--- src/rtl/lmc1992_pkg.sv ---
// lmc1992_pkg: shared constants for the LMC1992 Microwire receiver.
//   Frame address, function codes, code limits, reset values, receive
//   state encoding and the Q15 fine-attenuation coefficient LUT.
package lmc1992_pkg;

  typedef enum logic {
    ST_IDLE  = 1'b0,
    ST_SHIFT = 1'b1
  } rx_state_t;

  localparam logic [1:0] LMC_ADDR   = 2'b10;

  localparam logic [2:0] FN_MIX     = 3'b000;
  localparam logic [2:0] FN_BASS    = 3'b001;
  localparam logic [2:0] FN_TREBLE  = 3'b010;
  localparam logic [2:0] FN_MASTER  = 3'b011;
  localparam logic [2:0] FN_RIGHT   = 3'b100;
  localparam logic [2:0] FN_LEFT    = 3'b101;

  localparam logic [5:0] MAX_MASTER = 6'd40;
  localparam logic [4:0] MAX_LR     = 5'd20;
  localparam logic [3:0] MAX_TONE   = 4'd12;

  localparam logic [5:0] RST_MASTER = 6'd40;
  localparam logic [4:0] RST_LR     = 5'd20;
  localparam logic [3:0] RST_TONE   = 4'd6;
  localparam logic [1:0] RST_MIX    = 2'd1;

  localparam logic [3:0] FRAME_BITS = 4'd11;
  localparam logic [3:0] CNT_MAX    = 4'd15;

  // Fine attenuation within one 6 dB step: 0, -2 or -4 dB in Q15.
  function automatic logic signed [15:0] coef_q15(input logic [2:0] rem);
    case (rem)
      3'd2:    coef_q15 = 16'sd26029;
      3'd4:    coef_q15 = 16'sd20675;
      default: coef_q15 = 16'sd32767;
    endcase
  endfunction

endpackage

--- src/rtl/lmc1992_gain.sv ---
// lmc1992_gain: one channel of the 3-stage attenuation pipeline.
//   i_clk, i_rst_n : clock, async active-low reset
//   i_master       : effective master code 0..40
//   i_lr           : effective left/right code 0..20
//   i_audio        : unsigned 8-bit sample, offset 128
//   o_audio        : signed 16-bit attenuated sample (3-cycle latency)
module lmc1992_gain
  import lmc1992_pkg::*;
(
  input  logic               i_clk,
  input  logic               i_rst_n,
  input  logic [5:0]         i_master,
  input  logic [4:0]         i_lr,
  input  logic [7:0]         i_audio,
  output logic signed [15:0] o_audio
);

  logic [6:0]         w_att_m;
  logic [6:0]         w_att_lr;
  logic [6:0]         w_att;
  logic [4:0]         w_sh;
  logic [2:0]         w_rem;
  logic signed [7:0]  w_s;
  logic signed [22:0] w_s_ext;
  logic signed [22:0] w_c_ext;
  logic signed [22:0] w_p;

  logic signed [7:0]  r_s1_s;
  logic [4:0]         r_s1_sh;
  logic [2:0]         r_s1_rem;
  logic signed [15:0] r_s2_q;
  logic [4:0]         r_s2_sh;
  logic signed [15:0] r_out;

  // Attenuation in dB is twice each code's distance from full scale.
  assign w_att_m  = {(MAX_MASTER - i_master), 1'b0};
  assign w_att_lr = {1'b0, (MAX_LR - i_lr), 1'b0};
  assign w_att    = w_att_m + w_att_lr;
  assign w_sh     = 5'(w_att / 7'd6);
  assign w_rem    = 3'(w_att % 7'd6);
  // Removing the 128 offset is an MSB flip.
  assign w_s      = signed'(i_audio ^ 8'h80);

  assign w_s_ext  = 23'(r_s1_s);
  assign w_c_ext  = 23'(coef_q15(r_s1_rem));
  assign w_p      = w_s_ext * w_c_ext;

  always_ff @(posedge i_clk or negedge i_rst_n) begin
    if (!i_rst_n) begin
      r_s1_s   <= '0;
      r_s1_sh  <= '0;
      r_s1_rem <= '0;
      r_s2_q   <= '0;
      r_s2_sh  <= '0;
      r_out    <= '0;
    end else begin
      r_s1_s   <= w_s;
      r_s1_sh  <= w_sh;
      r_s1_rem <= w_rem;
      r_s2_q   <= w_p[22:7];
      r_s2_sh  <= r_s1_sh;
      if (r_s2_sh >= 5'd16) r_out <= '0;
      else                  r_out <= r_s2_q >>> r_s2_sh;
    end
  end

  assign o_audio = r_out;

endmodule

--- config.mk ---
export PLATFORM = sky130hd
export DESIGN_NAME = lmc1992_gain
export DESIGN_NICKNAME = d
export VERILOG_FILES = /design/src/rtl/lmc1992_pkg.sv /design/src/rtl/lmc1992_gain.sv
export SDC_FILE = /design/constraint.sdc
export NUM_CORES = 1
export LEC_CHECK = 0
export CORE_MARGIN = 2
export CORE_UTILIZATION = 51
export DETAILED_ROUTE_END_ITERATION = 10
export GPL_ROUTABILITY_DRIVEN = 1
export PLACE_DENSITY = 0.75
export SETUP_SLACK_MARGIN = 0.4
export SYNTH_ARGS = -nofsm -noshare
export SYNTH_HDL_FRONTEND = slang
export SYNTH_SLANG_ARGS = --single-unit
--- constraint.sdc ---
create_clock -name i_clk -period 10.6 [get_ports i_clk]
set_input_delay 3.18 -clock i_clk [delete_from_list [all_inputs] [get_ports i_clk]]
set_output_delay 3.18 -clock i_clk [all_outputs]
set_load 0.03 [all_outputs]
==> impl_metrics.toml, run 1 <==
[finish]
final_common_cell = "inv_1"
fin_nets = 748
mostFrequentLayoutCells = "84 x inv_1, 74 x fa_1, 60 x ha_1, 52 x dfrtp_1, 35 x clkdlybuf4s50_1"
regArea_um2 = 1300
drive_above_1_share_pct = 5.05
fin_util_pct = 58.7
multi_input_area_um2 = 4110
diodes = 0
area_growth_pct = 11.1
fillerInstances = 910

[clocking]
htreeDepth = 2
cts_buffer_depth = 2
clkSinkCount = 52
clock-root-buffer = "clkbuf_16"
cts.clk_slew.worst_paths_ns = 0.08
cts_made_buffers = 5
cts_tree = "yes"
postCtsResizedCells = 0
cts_setup_buffers = 0
clkLatencyLatePin_ns = 0.29
hold_buffers = 0

[synthesis]
muxShareOfSynthArea_pct = 4.03
synth-seq-area-share_pct = 22.5
synth_top_area_cell = "fa_1"
synth_edf_count = 0
ys.flop_type = "dfrtp_1"
ys_top_cells_by_area = "fa_1 26%, dfrtp_1 23%, ha_1 13%"
synth_nets = 717
synth_warnings = 0
yosysTopAreaCellShare_pct = 25.6
async_flop_share_pct = 100
avgSynthCellArea_um2 = 10.3
synth_xor_xnor_area_share_pct = 3.77
syn_area_um2 = 5780
syn_inst = 562
synth_seq_cells = 52
synthAdderAreaFrac_pct = 38.8
synth-compound-area-share_pct = 13.7
synth_top_family_by_area = "adder cells"
synth_simple_gate_area_share_pct = 10.7
yosysUniqueCellTypes = 63

[global_routing]
grt_util_all_layers_pct = 20.4
antenna_found_initial = 0
grt_pass1_vias = 4251
grt_first_pass_wirelength_um = 20500
grt_max_degree = 53
grt.overflow.total = 0

[detailed_routing]
drcViolationCount = 0
first_iter_violations = 244
routed_wl_um = 12100
antenna_left = 0
wl_per_cell_um = 16.5
vias = 4169
drtPass1Iterations = 4
via_per_inst = 5.68

[floorplanning]
rows = 38
die_h_um = 110
initial_core_util_pct = 52.8
core-area_um2 = 10900
ios = 37
die_w_um = 110
die_area_um2 = 12200

[run]
drv_cap = 0

[worst_setup_path]
crit_path_cell_trace = "clkdlybuf4s50_1 > inv_1 > ha_1 > inv_1 > fa_1 > nand2b_1 > a21oi_2 > xor2_2 > nor2_1 > a32oi_1 > nand3_1 > ha_1 > a221o_1 > a221o_1 > o21a_1"
worstSetupStartpointType = "input port"
rr_endpoint = "r_s2_q[10]"
slowest_delay_ns = 0.53
r2r_start = "r_s1_rem[1]"
worst-r2r-setup-slack_ns = 4.95
cp.arrival_ns = 6.85
crit_fanout = 10
required_ns = 10.79
cpMaxStageDelayCell = "clkdlybuf4s50_1"
critPathKind = "in2reg"
cp-end-kind = "flip-flop"
rr_worst_depth = 15

[timing]
tightest_slew_ns = 0.761
min_period_over_period_pct = 62.9
hold_viol = 0
fmax_mhz = 150
setup_viol = 0
setup_ws_ns = 3.94
report.final.slew_viol_count = 0
period_needed_ns = 6.66
fin_skew_ns = 0.0112
grt_setup_unrepaired = "no"
max-slew-margin-rel_pct = 49.2
setup_tns_ns = 0

[placement]
hpwl_um = 10200
io_buffer_count = 36
gp_congestion = 0.936
dp_worst_setup_slack_ns = 3.65

[run_status]
status = "finished clean"

[hold_path]
holdCritPathClass = "reg2reg"
min_from = "r_s1_sh[2]"
worstHoldPathCells = 0
hold_path_end = "r_s2_sh[2]"
==> flip-flops by register name (all words and copies together), names as in the netlist <==
register	flops
r_s1_sh	5
r_s1_rem	2
r_s2_q	16
r_s1_s	8
o_audio	16
r_s2_sh	5
==> layout make-up <==
cell class                      count  share of cell area (%)
Tap cell                          140                    2.73
Inverter                           85                    4.97
Clock buffer                        5                    1.95
Clock inverter                      3                   0.429
Multi-Input combinational cell    412                    64.0
Timing Repair Buffer               37                    5.65
Sequential cell                    52                    20.3
==> cells in the mapped netlist, types with 2 or more instances <==
master	number
o21ai_1	4
o2111ai_1	2
nand3b_1	2
nand3_1	9
fa_1	74
mux2i_1	12
a21oi_2	3
xnor2_1	15
mux4_2	3
ha_1	60
nand2_1	23
or2_2	2
o21ai_0	25
buf_1	2
xor2_1	8
dfrtp_1	52
o211a_1	2
nor2_1	33
a211oi_1	12
o211ai_1	2
nor3_1	5
a221o_1	4
o311ai_0	2
nand2b_1	7
mux2_2	4
a21o_1	7
a21boi_0	2
nor2b_1	12
and2_1	15
inv_1	84
a21oi_1	22
o31a_1	3
and3_1	2
clkbuf_1	11
a311o_1	2
o21a_1	8
==> worst max path at each step <==
stage	endpoint	from	depth (start not counted)	slack [ns]
floorplan	r_s1_rem[2]	i_master[2]	14	4.52
global placement	r_s1_rem[2]	i_master[2]	15	3.84
detailed placement	r_s1_rem[2]	i_lr[0]	15	3.65
CTS	r_s1_rem[2]	i_lr[0]	15	3.98
global route	r_s1_rem[2]	i_master[0]	15	3.68
finish	r_s1_rem[2]	i_lr[0]	15	3.94
==> cell families after synthesis <==
| logic type | Yosys count |
|---|---|
| adders and majority gates | 135 |
| DFF | 52 |
| muxes | 19 |
| xor gates and xnor gates | 24 |
| and+or+nand+nor | 121 |
| buffers and inverters | 98 |
| AOI/OAI and AO/OA | 113 |
==> per-layer routing <==
| metal | GRT usage (%) | wire [µm] | vias to the layer above |
|---|---|---|---|
| met3 | 3.07 | 744 | 19 |
| li1 | - | - | 1954 |
| met1 | 27.2 | 5150 | 2067 |
| met4 | 4.08 | 172 | 0 |
| met2 | 35.6 | 6070 | 129 |
| met5 | 0 | 0 | - |
==> critical path: cells and delay by family <==
family	cells	cell delay (ns)
simple gates	3	0.41
fa+ha+maj	3	1.01
compound gates	5	1.13
xor+xnor	1	0.45
buf+inv	3	0.66
==> through the flow <==
step,area [µm²],hold slack [ns],std cells
global route,6420,0.361,734
global placement,6260,0.333,726
floorplan,5780,0.331,562
CTS,6420,0.349,734
finish,6420,0.348,734
detailed placement,6260,0.339,726
Power of run 1 is left out: the tool's default activity adds up to more than one toggle a clock period on the data nets, which glitch-free logic cannot reach.
==> run 2, diff against run 1 <==
- clock period: 10.6 -> 6.8 ns (I/O delays scaled with it)
==> impl_metrics.toml, run 2 (synthesis gave the netlist of run 1 again) <==
[run_status]
status = "finished clean"

[global_routing]
grt.overflow.total = 0
grt_max_degree = 53
grt_pass1_vias = 4303
grt_util_all_layers_pct = 20.6
grt_first_pass_wirelength_um = 20600
antenna_found_initial = 0

[clocking]
cts.clk_slew.worst_paths_ns = 0.08
clkSinkCount = 52
cts_setup_buffers = 0
cts_made_buffers = 5
htreeDepth = 2
clkLatencyLatePin_ns = 0.29
clock-root-buffer = "clkbuf_16"
postCtsResizedCells = 0
cts_buffer_depth = 2
hold_buffers = 0
cts_tree = "yes"

[finish]
area_growth_pct = 11.1
fillerInstances = 908
fin_nets = 748
diodes = 0
final_common_cell = "inv_1"
mostFrequentLayoutCells = "84 x inv_1, 74 x fa_1, 60 x ha_1, 52 x dfrtp_1, 35 x clkdlybuf4s50_1"
drive_above_1_share_pct = 5.05

[detailed_routing]
drcViolationCount = 0
routed_wl_um = 12300
wl_per_cell_um = 16.8
via_per_inst = 5.72
antenna_left = 0
first_iter_violations = 296
vias = 4198
drtPass1Iterations = 5

[timing]
fmax_mhz = 175
report.final.slew_viol_count = 0
setup_tns_ns = 0
grt_setup_unrepaired = "no"
setup_viol = 0
fin_skew_ns = 0.00876
max-slew-margin-rel_pct = 47.4
hold_viol = 0
tightest_slew_ns = 0.790
period_needed_ns = 5.72
min_period_over_period_pct = 84.1

[floorplanning]
rows = 38
die_h_um = 110
initial_core_util_pct = 52.8
die_w_um = 110
ios = 37
core-area_um2 = 10900
die_area_um2 = 12200

[worst_setup_path]
cp-end-kind = "flip-flop"
cp.arrival_ns = 5.93
crit_path_cell_trace = "inv_1 > ha_1 > nor2b_1 > fa_1 > fa_1 > fa_1 > fa_1 > ha_1 > nand4b_1 > nor2_1 > o31a_1 > o21ai_1 > a21oi_1 > or4b_1 > nand3_1"
cpMaxStageDelayCell = "nor2b_1"
worst-path-buf-inv = 1
crit_top_cell = "fa_1"
cp.depth = 15
crit_fanout = 9
rr_worst_depth = 15
crit_family = "adder cells"
slowest_delay_ns = 0.66
critPathKind = "reg2reg"
worstSetupStartpointType = "flip-flop"
required_ns = 7.01

[placement]
gp_congestion = 0.936
hpwl_um = 10300
io_buffer_count = 36

[hold_path]
worstHoldPathCells = 0
holdCritPathClass = "reg2reg"

[run]
drv_cap = 0
==> run 2: cell counts in the layout (fill, tap and decap cells not counted) <==
No cell type changed its count.
==> run 2: path summary, 6_finish.rpt <==
| path | from | to | slack [ns] |
|---|---|---|---|
| worst max-delay path | r_s1_rem[1] | r_s2_q[10] | 1.08 |
| worst min-delay path | r_s1_sh[4] | r_s2_sh[4] | 0.35 |
| worst max register to register | r_s1_rem[1] | r_s2_q[10] | 1.08 |
| worst min register to register | r_s1_sh[4] | r_s2_sh[4] | 0.35 |
| max in group asynchronous | i_rst_n | r_s2_q[7] | 4.50 |
| min in group asynchronous | i_rst_n | r_s1_s[5] | 1.87 |
==> run 2: per-layer routing <==
| metal | GRT usage, % | up-vias | part of all wire [%] |
|---|---|---|---|
| li1 | - | 1954 | - |
| met1 | 27.5 | 2087 | 44 |
| met2 | 35.7 | 137 | 49 |
| met3 | 2.63 | 20 | 4.5 |
| met4 | 5.42 | 0 | 1.6 |
| met5 | 0 | - | 0 |
==> run 2: worst reg2reg max path, stage by stage, from the launching register on <==
cell and delay (ns):
dfrtp_1 0.39, inv_1 0.06, ha_1 0.32, nor2b_1 0.66, fa_1 0.60, fa_1 0.55
fa_1 0.52, fa_1 0.49, ha_1 0.35, nand4b_1 0.11, nor2_1 0.06, o31a_1 0.35
o21ai_1 0.26, a21oi_1 0.22, or4b_1 0.52, nand3_1 0.17
==> run 2: layout make-up <==
| class | instances | area, µm² | share of cell area [%] |
|---|---|---|---|
| Clock buffer | 5 | 125 | 1.95 |
| Multi-Input combinational cell | 412 | 4110 | 64.0 |
| Tap cell | 140 | 175 | 2.73 |
| Sequential cell | 52 | 1300 | 20.3 |
| Timing Repair Buffer | 37 | 363 | 5.65 |
| Clock inverter | 3 | 27.5 | 0.429 |
| Inverter | 85 | 319 | 4.97 |
==> run 2: stage by stage <==
step | utilization (%) | hold slack (ns) | std cells | instance area, µm² | setup WS (ns)
floorplan | - | 0.331 | 562 | 5780 | 1.86
global placement | 57.3 | 0.333 | 726 | 6260 | 1.18
detailed placement | 57.3 | 0.335 | 726 | 6260 | 0.992
CTS | 58.7 | 0.352 | 734 | 6420 | 1.16
global route | 58.7 | 0.361 | 734 | 6420 | 0.926
finish | 58.7 | 0.352 | 734 | 6420 | 1.08
Power of run 2 is left out for the same reason.
==> run 3, diff against run 2 <==
- PLACE_DENSITY: 0.75 -> 0.78
- clock period: 6.8 -> 4.8 ns (I/O delays scaled with it)
==> impl_metrics.toml, run 3 (synthesis gave the netlist of run 1 again) <==
[finish]
drive_above_1_share_pct = 27.7
diodes = 0
final_common_cell = "inv_1"
mostFrequentLayoutCells = "73 x inv_1, 65 x fa_1, 59 x buf_4, 51 x dfrtp_1, 44 x ha_1"
fin_util_pct = 68.4
area_growth_pct = 29.4
fin_nets = 814
fin_area_um2 = 7480

[floorplanning]
ios = 37
initial_core_util_pct = 52.8
die_area_um2 = 12200
die_w_um = 110
rows = 38
die_h_um = 110
core-area_um2 = 10900

[placement]
hpwl_um = 10500
io_buffer_count = 36
place_area_um2 = 6770
dp_worst_setup_slack_ns = -0.149
gp_congestion = 0.958

[clocking]
clock-root-buffer = "clkbuf_16"
hold_buffers = 0
clkSinkCount = 52
htreeDepth = 2
clkLatencyLatePin_ns = 0.30
cts_tree = "yes"
cts_buffer_depth = 2
cts.clk_slew.worst_paths_ns = 0.08
cts_made_buffers = 5

[global_routing]
grt.overflow.total = 0
grt_first_pass_wirelength_um = 22200
antenna_found_initial = 0
grt_util_all_layers_pct = 22.6
grt_max_degree = 53
grt_pass1_vias = 4708

[run_status]
status = "finished, violations left"
violations = "negative setup slack"

[worst_setup_path]
cp-startpoint = "r_s1_rem[1]"
r2r_start = "r_s1_rem[1]"
required_ns = 4.97
cp.arrival_ns = 4.98
worstSetupStartpointType = "flip-flop"
worst-r2r-setup-slack_ns = -0.003
cp-end-kind = "flip-flop"
critPathKind = "reg2reg"
crit_fanout = 6

[detailed_routing]
routed_wl_um = 14100
first_iter_violations = 196
drcViolationCount = 0
wl_per_cell_um = 17.6
antenna_left = 0
via_per_inst = 5.59
drtPass1Iterations = 4
vias = 4472

[timing]
hold_viol = 0
report.final.slew_viol_count = 0
max-slew-margin-rel_pct = 46.2
setup_tns_ns = -0.00276
period_needed_ns = 4.80
min_period_over_period_pct = 100
fin_skew_ns = 0.0103
setup_ws_ns = -0.00276
fmax_mhz = 208
setup_viol = 1
grt_setup_unrepaired = "yes"
tightest_slew_ns = 0.807

[run]
drv_cap = 0

[hold_path]
holdCritPathClass = "reg2reg"
min_from = "r_s1_sh[1]"
==> run 3: changes by cell type in the layout (fill, tap and decap cells not counted), moves of 6 or more <==
cell / before / now
ha_4: 0 / 14
ha_1: 60 / 44
clkdlybuf4s50_1: 35 / 29
nor2b_1: 12 / 5
a21oi_1: 22 / 16
inv_2: 0 / 9
nor2_1: 33 / 26
buf_6: 0 / 8
inv_1: 84 / 73
o21ai_0: 25 / 19
fa_1: 74 / 65
buf_4: 1 / 59
fa_2: 0 / 9
==> run 3: timing repair <==
action                                  in CTS  in global routing
endpoints found under the setup margin      14                 16
pin swaps                                   37                 44
buffers inserted                            12                  6
resized for setup                           39                 61
==> run 3: worst paths after layout <==
path / to / cells after the start
max in group asynchronous: r_s1_rem[2] / 2
hold reg to reg: r_s2_sh[1] / 0
min in group asynchronous: r_s2_q[12] / 2
hold / removal: r_s2_sh[1] / 0
setup / recovery: r_s2_q[15] / 17
setup reg to reg: r_s2_q[15] / 17
==> run 3: worst max-delay path: stages, from the launching register on <==
cell and delay (ns):
dfrtp_1 0.43, inv_2 0.09, ha_4 0.20, nand2b_4 0.17, inv_4 0.04, buf_4 0.15
fa_2 0.55, fa_1 0.46, fa_2 0.60, fa_2 0.42, ha_1 0.34, buf_4 0.17
nand4_1 0.11, nand2_2 0.10, o21a_1 0.24, o2111ai_2 0.22, nand2_1 0.11, a311o_1 0.27
==> run 3: layer usage <==
| metal | track usage (%) | vias up | routed length (µm) |
|---|---|---|---|
| met2 | 41.0 | 124 | 7460 |
| met3 | 4.61 | 36 | 798 |
| met4 | 6.50 | 0 | 339 |
| met1 | 27.0 | 2229 | 5490 |
| li1 | - | 2083 | - |
| met5 | 0 | - | 0 |
==> run 3: area by class of cell <==
type	count	area, µm²
inverters	85	324
repair buffers	103	892
multi-input cells	412	4630
well taps	140	175
clock buffers	5	125
fillers	764	3460
flip-flops and latches	52	1300
clock inverters	3	27.5
==> run 3: stage by stage <==
stage,hold WS [ns],instances
floorplan,0.331,562
global placement,0.333,774
detailed placement,0.337,774
CTS,0.353,794
global route,0.354,800
finish,0.352,800
Power of run 3 is left out for the same reason.
